**config.mk**
```make
export PLATFORM = sky130hd
export DESIGN_NAME = determ_accum_fxp
export DESIGN_NICKNAME = d
export VERILOG_FILES = /design/src/rtl/determ_accum_fxp.sv
export SDC_FILE = /design/constraint.sdc
export NUM_CORES = 1
export LEC_CHECK = 0
export ABC_AREA = 0
export ABC_CLOCK_PERIOD_IN_PS = 2700
export CORE_ASPECT_RATIO = 0.6
export CORE_MARGIN = 2
export CORE_UTILIZATION = 45
export CTS_CLUSTER_DIAMETER = 200
export DETAILED_ROUTE_END_ITERATION = 12
export PLACE_DENSITY = 0.79
export SLEW_MARGIN = 10
export SYNTH_ARGS = -nofsm -noshare
export SYNTH_HDL_FRONTEND = slang
export SYNTH_SLANG_ARGS = --single-unit
export TNS_END_PERCENT = 30
```
**constraint.sdc**
```tcl
create_clock -name CLK -period 2.7 [get_ports CLK]
set_clock_uncertainty 0.05 [all_clocks]
set_input_delay 0.54 -clock CLK [delete_from_list [all_inputs] [get_ports CLK]]
set_output_delay 0.54 -clock CLK [all_outputs]
set_load 0.02 [all_outputs]
```
**src/rtl/determ_accum_fxp.sv**
```systemverilog
// determ_accum_fxp
//   Window averager placed after the deterministic-bitstream x FXP multiplier.
//   Each accepted cycle carries a signed sample x (+b or -b). The block sums
//   2^LOG2_LEN samples, divides by the window length with an arithmetic shift
//   and emits one registered average per window.
//
// Parameters
//   BIT_WIDTH  width of the signed input sample and the output average
//   LOG2_LEN   log2 of the window length N (legal range 1..16)
//
// Ports
//   CLK        clock, all state changes on the rising edge
//   RST        asynchronous active-high reset
//   start      open a window from IDLE, or abort/restart the open window
//   in_valid   x carries a sample this cycle
//   x          signed sample from the multiplier
//   y          signed window average, held between out_valid pulses
//   out_valid  one-cycle pulse marking a new y
//   busy       a window is in progress
//
// Configuration
//   DETERM_ACCUM_ROUND_EN  defined: round half toward +inf when dividing.
//                          undefined: floor (plain arithmetic shift).

module determ_accum_fxp #(
  parameter int BIT_WIDTH = 16,
  parameter int LOG2_LEN  = 4
) (
  input  logic                 CLK,
  input  logic                 RST,
  input  logic                 start,
  input  logic                 in_valid,
  input  logic [BIT_WIDTH-1:0] x,
  output logic [BIT_WIDTH-1:0] y,
  output logic                 out_valid,
  output logic                 busy
);

  // N samples of BIT_WIDTH bits can never exceed BIT_WIDTH+LOG2_LEN bits.
  localparam int ACC_W = BIT_WIDTH + LOG2_LEN;
  localparam logic [LOG2_LEN-1:0] CNT_LAST = {LOG2_LEN{1'b1}};
  localparam logic [LOG2_LEN-1:0] CNT_ONE  = LOG2_LEN'(1'b1);

  typedef enum logic [0:0] {
    IDLE  = 1'b0,
    ACCUM = 1'b1
  } state_t;

  state_t                state_r;
  state_t                state_nxt_s;
  logic signed [ACC_W-1:0] acc_r;
  logic signed [ACC_W-1:0] acc_nxt_s;
  logic signed [ACC_W-1:0] x_ext_s;
  logic signed [ACC_W-1:0] sum_s;
  logic [LOG2_LEN-1:0]   cnt_r;
  logic [LOG2_LEN-1:0]   cnt_nxt_s;
  logic [BIT_WIDTH-1:0]  y_r;
  logic [BIT_WIDTH-1:0]  y_nxt_s;
  logic [BIT_WIDTH-1:0]  avg_s;
  logic                  out_valid_r;
  logic                  out_valid_nxt_s;
  logic                  last_s;
  logic                  unused_bits_s;

  assign x_ext_s = {{LOG2_LEN{x[BIT_WIDTH-1]}}, x};
  assign sum_s   = acc_r + x_ext_s;

  // The final sample is folded into the average directly, so the result is
  // ready one edge after the last sample without an extra accumulate cycle.
  assign last_s = (state_r == ACCUM) && in_valid && (cnt_r == CNT_LAST);

`ifdef DETERM_ACCUM_ROUND_EN
  // One extra bit so adding half an LSB of the result can never wrap.
  localparam logic [ACC_W:0] HALF_LSB = {{ACC_W{1'b0}}, 1'b1} << (LOG2_LEN - 1);
  logic [ACC_W:0] sum_rnd_s;

  assign sum_rnd_s     = {sum_s[ACC_W-1], sum_s} + HALF_LSB;
  // Dropping the low LOG2_LEN bits is the arithmetic shift; the average always
  // fits BIT_WIDTH bits, so the top bits are pure sign copies.
  assign avg_s         = sum_rnd_s[ACC_W-1:LOG2_LEN];
  assign unused_bits_s = ^{sum_rnd_s[ACC_W], sum_rnd_s[LOG2_LEN-1:0]};
`else
  assign avg_s         = sum_s[ACC_W-1:LOG2_LEN];
  assign unused_bits_s = ^sum_s[LOG2_LEN-1:0];
`endif

  // Next-state and datapath update for the IDLE/ACCUM window controller.
  always_comb begin
    state_nxt_s     = state_r;
    acc_nxt_s       = acc_r;
    cnt_nxt_s       = cnt_r;
    y_nxt_s         = y_r;
    out_valid_nxt_s = 1'b0;
    case (state_r)
      IDLE: begin
        // The sample arriving with start is deliberately not accumulated.
        if (start) begin
          state_nxt_s = ACCUM;
          acc_nxt_s   = '0;
          cnt_nxt_s   = '0;
        end else begin
          state_nxt_s = IDLE;
        end
      end
      ACCUM: begin
        if (last_s) begin
          // The final sample belongs to the closing window even when start
          // opens the next one in the same cycle.
          y_nxt_s         = avg_s;
          out_valid_nxt_s = 1'b1;
          acc_nxt_s       = '0;
          cnt_nxt_s       = '0;
          if (start) begin
            state_nxt_s = ACCUM;
          end else begin
            state_nxt_s = IDLE;
          end
        end else if (start) begin
          // Abort: restart the window and drop this cycle's sample.
          acc_nxt_s = '0;
          cnt_nxt_s = '0;
        end else if (in_valid) begin
          acc_nxt_s = sum_s;
          cnt_nxt_s = cnt_r + CNT_ONE;
        end else begin
          // Stall cycle, nothing changes.
          acc_nxt_s = acc_r;
        end
      end
      default: begin
        state_nxt_s = IDLE;
        acc_nxt_s   = '0;
        cnt_nxt_s   = '0;
      end
    endcase
  end

  // State, datapath and output registers.
  always_ff @(posedge CLK or posedge RST) begin
    if (RST) begin
      state_r     <= IDLE;
      acc_r       <= '0;
      cnt_r       <= '0;
      y_r         <= '0;
      out_valid_r <= 1'b0;
    end else begin
      state_r     <= state_nxt_s;
      acc_r       <= acc_nxt_s;
      cnt_r       <= cnt_nxt_s;
      y_r         <= y_nxt_s;
      out_valid_r <= out_valid_nxt_s;
    end
  end

  assign y         = y_r;
  assign out_valid = out_valid_r;
  assign busy      = (state_r == ACCUM);

endmodule

```
==> results of run 1 <==
## what timing repair did
action | 4_1_cts | 5_1_grt
gates resized for setup | 0 | 3
buffers inserted | 0 | 1
setup endpoints to repair | 0 | 11
## cells in the final DEF (no fill, tap or decap), drive strengths merged, types with 2 or more instances in the layout
master	count
or2	2
inv	7
buf	53
a21oi	17
a22o	12
xor2	7
and3	2
ha	20
o21bai	3
xnor2	10
o21ai	20
o21a	4
nand2	43
a21o	2
mux2i	3
nand4	7
nand3	8
and2	2
nor3	11
dfrtp	42
clkdlybuf4s50	37
clkbuf	7
nor2b	2
nor2	20
o211ai	4
a221oi	4
a21boi	3
mux2	4
## logic make-up after synthesis
logic type               after synthesis  share of synthesized area
flip-flops                            42                      0.388
AND/OR/NAND/NOR                      102                      0.183
AO/OA/AOI/OAI                         77                      0.197
multiplexers                           7                     0.0277
XOR/XNOR                              17                     0.0550
adder cells (fa/ha/maj)               21                     0.0998
buffers and inverters                 21                     0.0490
## metal layers
layer	vias to the layer above	track usage	share of wire	wire (µm)
li1	1205	-	-	-
met1	1151	0.335	0.51	3560
met2	89	0.311	0.40	2800
met3	5	0.0490	0.077	533
met4	0	0.0355	0.0045	31
met5	-	0	0	0
## cell type report
cell class              count  area (µm²)  area share
well taps                  80         100      0.0279
clock inverters             1        5.00     0.00140
inverters                   7        31.3     0.00873
flip-flops and latches     42        1050       0.293
multi-input cells         224        1540       0.430
repair buffers             90         768       0.214
clock buffers               7        86.3      0.0241
## sequential cells by signal (all words and copies together) (netlist names)
signal	cells
acc_r	20
busy	1
cnt_r	4
out_valid	1
y	16
## worst max-delay path, delay by kind of cell
| family | cells | cell delay [ns] |
|---|---|---|
| and+or+nand+nor | 3 | 0.41 |
| AOI/OAI and AO/OA | 3 | 0.50 |
| buffers and inverters | 2 | 0.61 |
| adders and majority gates | 1 | 0.38 |
| muxes | 1 | 0.26 |
## per-stage QoR
stage          hold slack (ns)  utilization
2_1_floorplan            0.400            -
3_3_place_gp             0.408        0.608
5_1_grt                  0.454        0.628
6_report                 0.429        0.628
4_1_cts                  0.432        0.624
3_5_place_dp             0.413        0.608
## power breakdown
part	switching, W	total (W)	internal, W
Sequential	0.0000454	0.000733	0.000688
Combinational	0.000485	0.000951	0.000466
Clock	0.000216	0.000422	0.000207
Total	0.000746	0.00211	0.00136
## path summary, 6_finish.rpt
path / startpoint / end
max: x[8] / y[13]
min: y[2] / y[2]
max reg2reg: cnt_r[0] / cnt_r[3]
min reg2reg: y[2] / y[2]
max in group asynchronous: RST / cnt_r[3]
min in group asynchronous: RST / y[1]
==> results by stage, run 1 <==
Critical path:
- STA classifies the critical path endpoint as a flip-flop.
- The slowest stage of the critical path belongs to the cell sky130_fd_sc_hd__clkdlybuf4s50_1.
- The required time reported for the critical path endpoint is between 2 and 3 ns.
- The critical path startpoint category is an input port.
- Setup slack on the worst reg-to-reg path comes out at 0.32 ns.
- The signal arrival time at the worst endpoint is ~2.7 ns.
- The worst register-to-register path has a depth of 8.
- The critical setup path kind is in2reg.
- The cell that appears most often on the critical path is sky130_fd_sc_hd__nor2_1.
- In this run the worst path has a maximum fanout of 4.
- In this design, the stage delay of the slowest critical-path cell is between 0.4 and 0.5 ns.
- The signal on the critical path passes through clkdlybuf4s50_1 > ha_1 > nand4_1 > nor2_1 > o21a_1 > nor2_1 > o21ai_1 > buf_4 > mux2i_1 > o22ai_1.

Min path:
- The depth of the worst hold-timing path is 2.
- The path class of the lowest-slack min-delay path is reg2reg.

Global routing:
- The via count of the first global-routing pass is roughly 2300.
- The number of antenna violations at the first check in global routing was 0.
- The first global-routing pass estimated 11300 µm of wire.
- Entering global routing, the biggest net connects 43 pins.
- Across every metal layer, demand over resource in global routing totals 0.216.
- The overall overflow remaining after global route is 0.

Detailed routing:
- The per-cell via count in the routed design is 5.43.
- The detailed-route via count is approximately 2500.
- In this run the remaining antenna-violating nets after routing total 0.
- The remaining routing DRC violations is 0.
- The number of optimization iterations in the first detailed-route pass is 4.
- The routed design has between 6000 and 7000 µm of wire.
- The detail-routed net length per standard cell is around 15 µm.
- The detailed router finished its first iteration with approximately 140 violations.

Pwr:
- The total power is around 0.0021 W.
- IR analysis of the VDD net gives a maximum drop of ~0.28 mV.
- The power density relative to cell area is ~590 nW/µm².
- The leakage power is about 1.7 nW.

Final layout:
- The count of antenna diodes in the layout is 0.
- The share of post-route cells with drive strength above 1 is 0.218.
- The post-route cell area is 3580 µm².
- The synthesis-to-finish area growth is 32.3%.
- The number of fill cells is ~500.
- For this run, the number of standard cells in the final layout without fillers is approximately 450.
- The number of nets at the end of the flow is around 410.

Clock network:
- The number of H-tree levels is 2.
- The number of clock buffers added by TritonCTS is 5.
- At the later pin of the worst-skew pair, clock insertion delay measures about 0.29 ns.
- The clock slew seen by the registers of the worst setup and hold paths is 0.08 ns.
- The clock passes through at most 2 buffers.
- The clock tree root buffer cell is sky130_fd_sc_hd__clkbuf_8.
- The clock sink total is 42.
- The clock tree from TritonCTS is done.
- The quantity of hold-fixing buffers added after cts is 0.

Outcome:
- The run finished with clean final reports.

Synth:
- By count the netlist is led by sky130_fd_sc_hd__dfrtp_1 (42), sky130_fd_sc_hd__nand2_1 (42), sky130_fd_sc_hd__ha_1 (20).
- By area the synthesized netlist is led by sky130_fd_sc_hd__dfrtp_1 (39%), sky130_fd_sc_hd__ha_1 (9.2%), sky130_fd_sc_hd__nand2_1 (5.8%), sky130_fd_sc_hd__a22o_1 (3.9%), sky130_fd_sc_hd__xnor2_1 (3.2%).
- The netlist uses 56 different library cells.
- The fraction of post-synthesis cell area in the top cell type by area is 0.388.
- The dominant cell type by area after synthesis is sky130_fd_sc_hd__dfrtp_1.
- The register area share after synthesis is 0.388.
- The count of flip-flops with a built-in enable after synthesis is 0.
- Dividing the synthesized area by the synthesized cell count gives about 9.4 µm².
- The fraction of registers with async set or reset after synthesis is 1.00.
- The number of nets in the synthesized netlist is 328.
- After technology mapping, the gate count stands at about 290.
- The most frequently used flop master after synthesis is sky130_fd_sc_hd__dfrtp_1.
- The total of warnings raised by yosys is 0.
- The post-synthesis register bit count is between 40 and 50.
- After synthesis the cells add up to 2710 µm².

Placement:
- The number of port buffers is 37.
- Timing analysis after detailed placement gives a worst setup slack of -0.309 ns.
- The area of placed instances is between 3000 and 4000 µm².
- Routability-driven placement finished with a final weighted congestion of between 0.8 and 0.9.
- The number of placed instances, taps included, is about 440.
- Once detailed placement completed, the half-perimeter wirelength came to 5150 µm.

Floorplanning:
- After floorplanning, the core was sized to cover between 5000 and 6000 µm².
- The I/O pin count is 38.
- The floorplan die height is 64.1 µm.
- The die covers 6670 µm².
- The number of placement rows is 21.
- For this configuration, the core starts out at a cell density of 0.475.
- The die extent in x is 104 µm.

STA:
- The number of max-slew violations in the final report is 0.
- The final-report setup violation count is 0.
- The maximum operating frequency is around 390 MHz.
- The time the final worst path needs with I/O delays and setup is around 2.6 ns.
- The hold violation count in the final report is 0.
- The worst max-slew margin expressed relative to the limit is 0.362.
- The final total negative setup slack is 0 ns.
- Setup repair after global routing could not meet its margin everywhere.
- For the pin with the worst max-slew slack, the measured transition is about 0.95 ns.
- Setup slack closes at roughly 0.12 ns.
- The post-route clock period utilization is 0.957.

Job:
- The max capacitance violation total is 0.
Note: power is estimated with default switching activity, not from simulation.
==> run 2: changes to the inputs <==
- GPL_ROUTABILITY_DRIVEN: default -> 0
==> results of run 2 <==
Same layout as run 1: the final DEF is identical, and so are final timing and power.
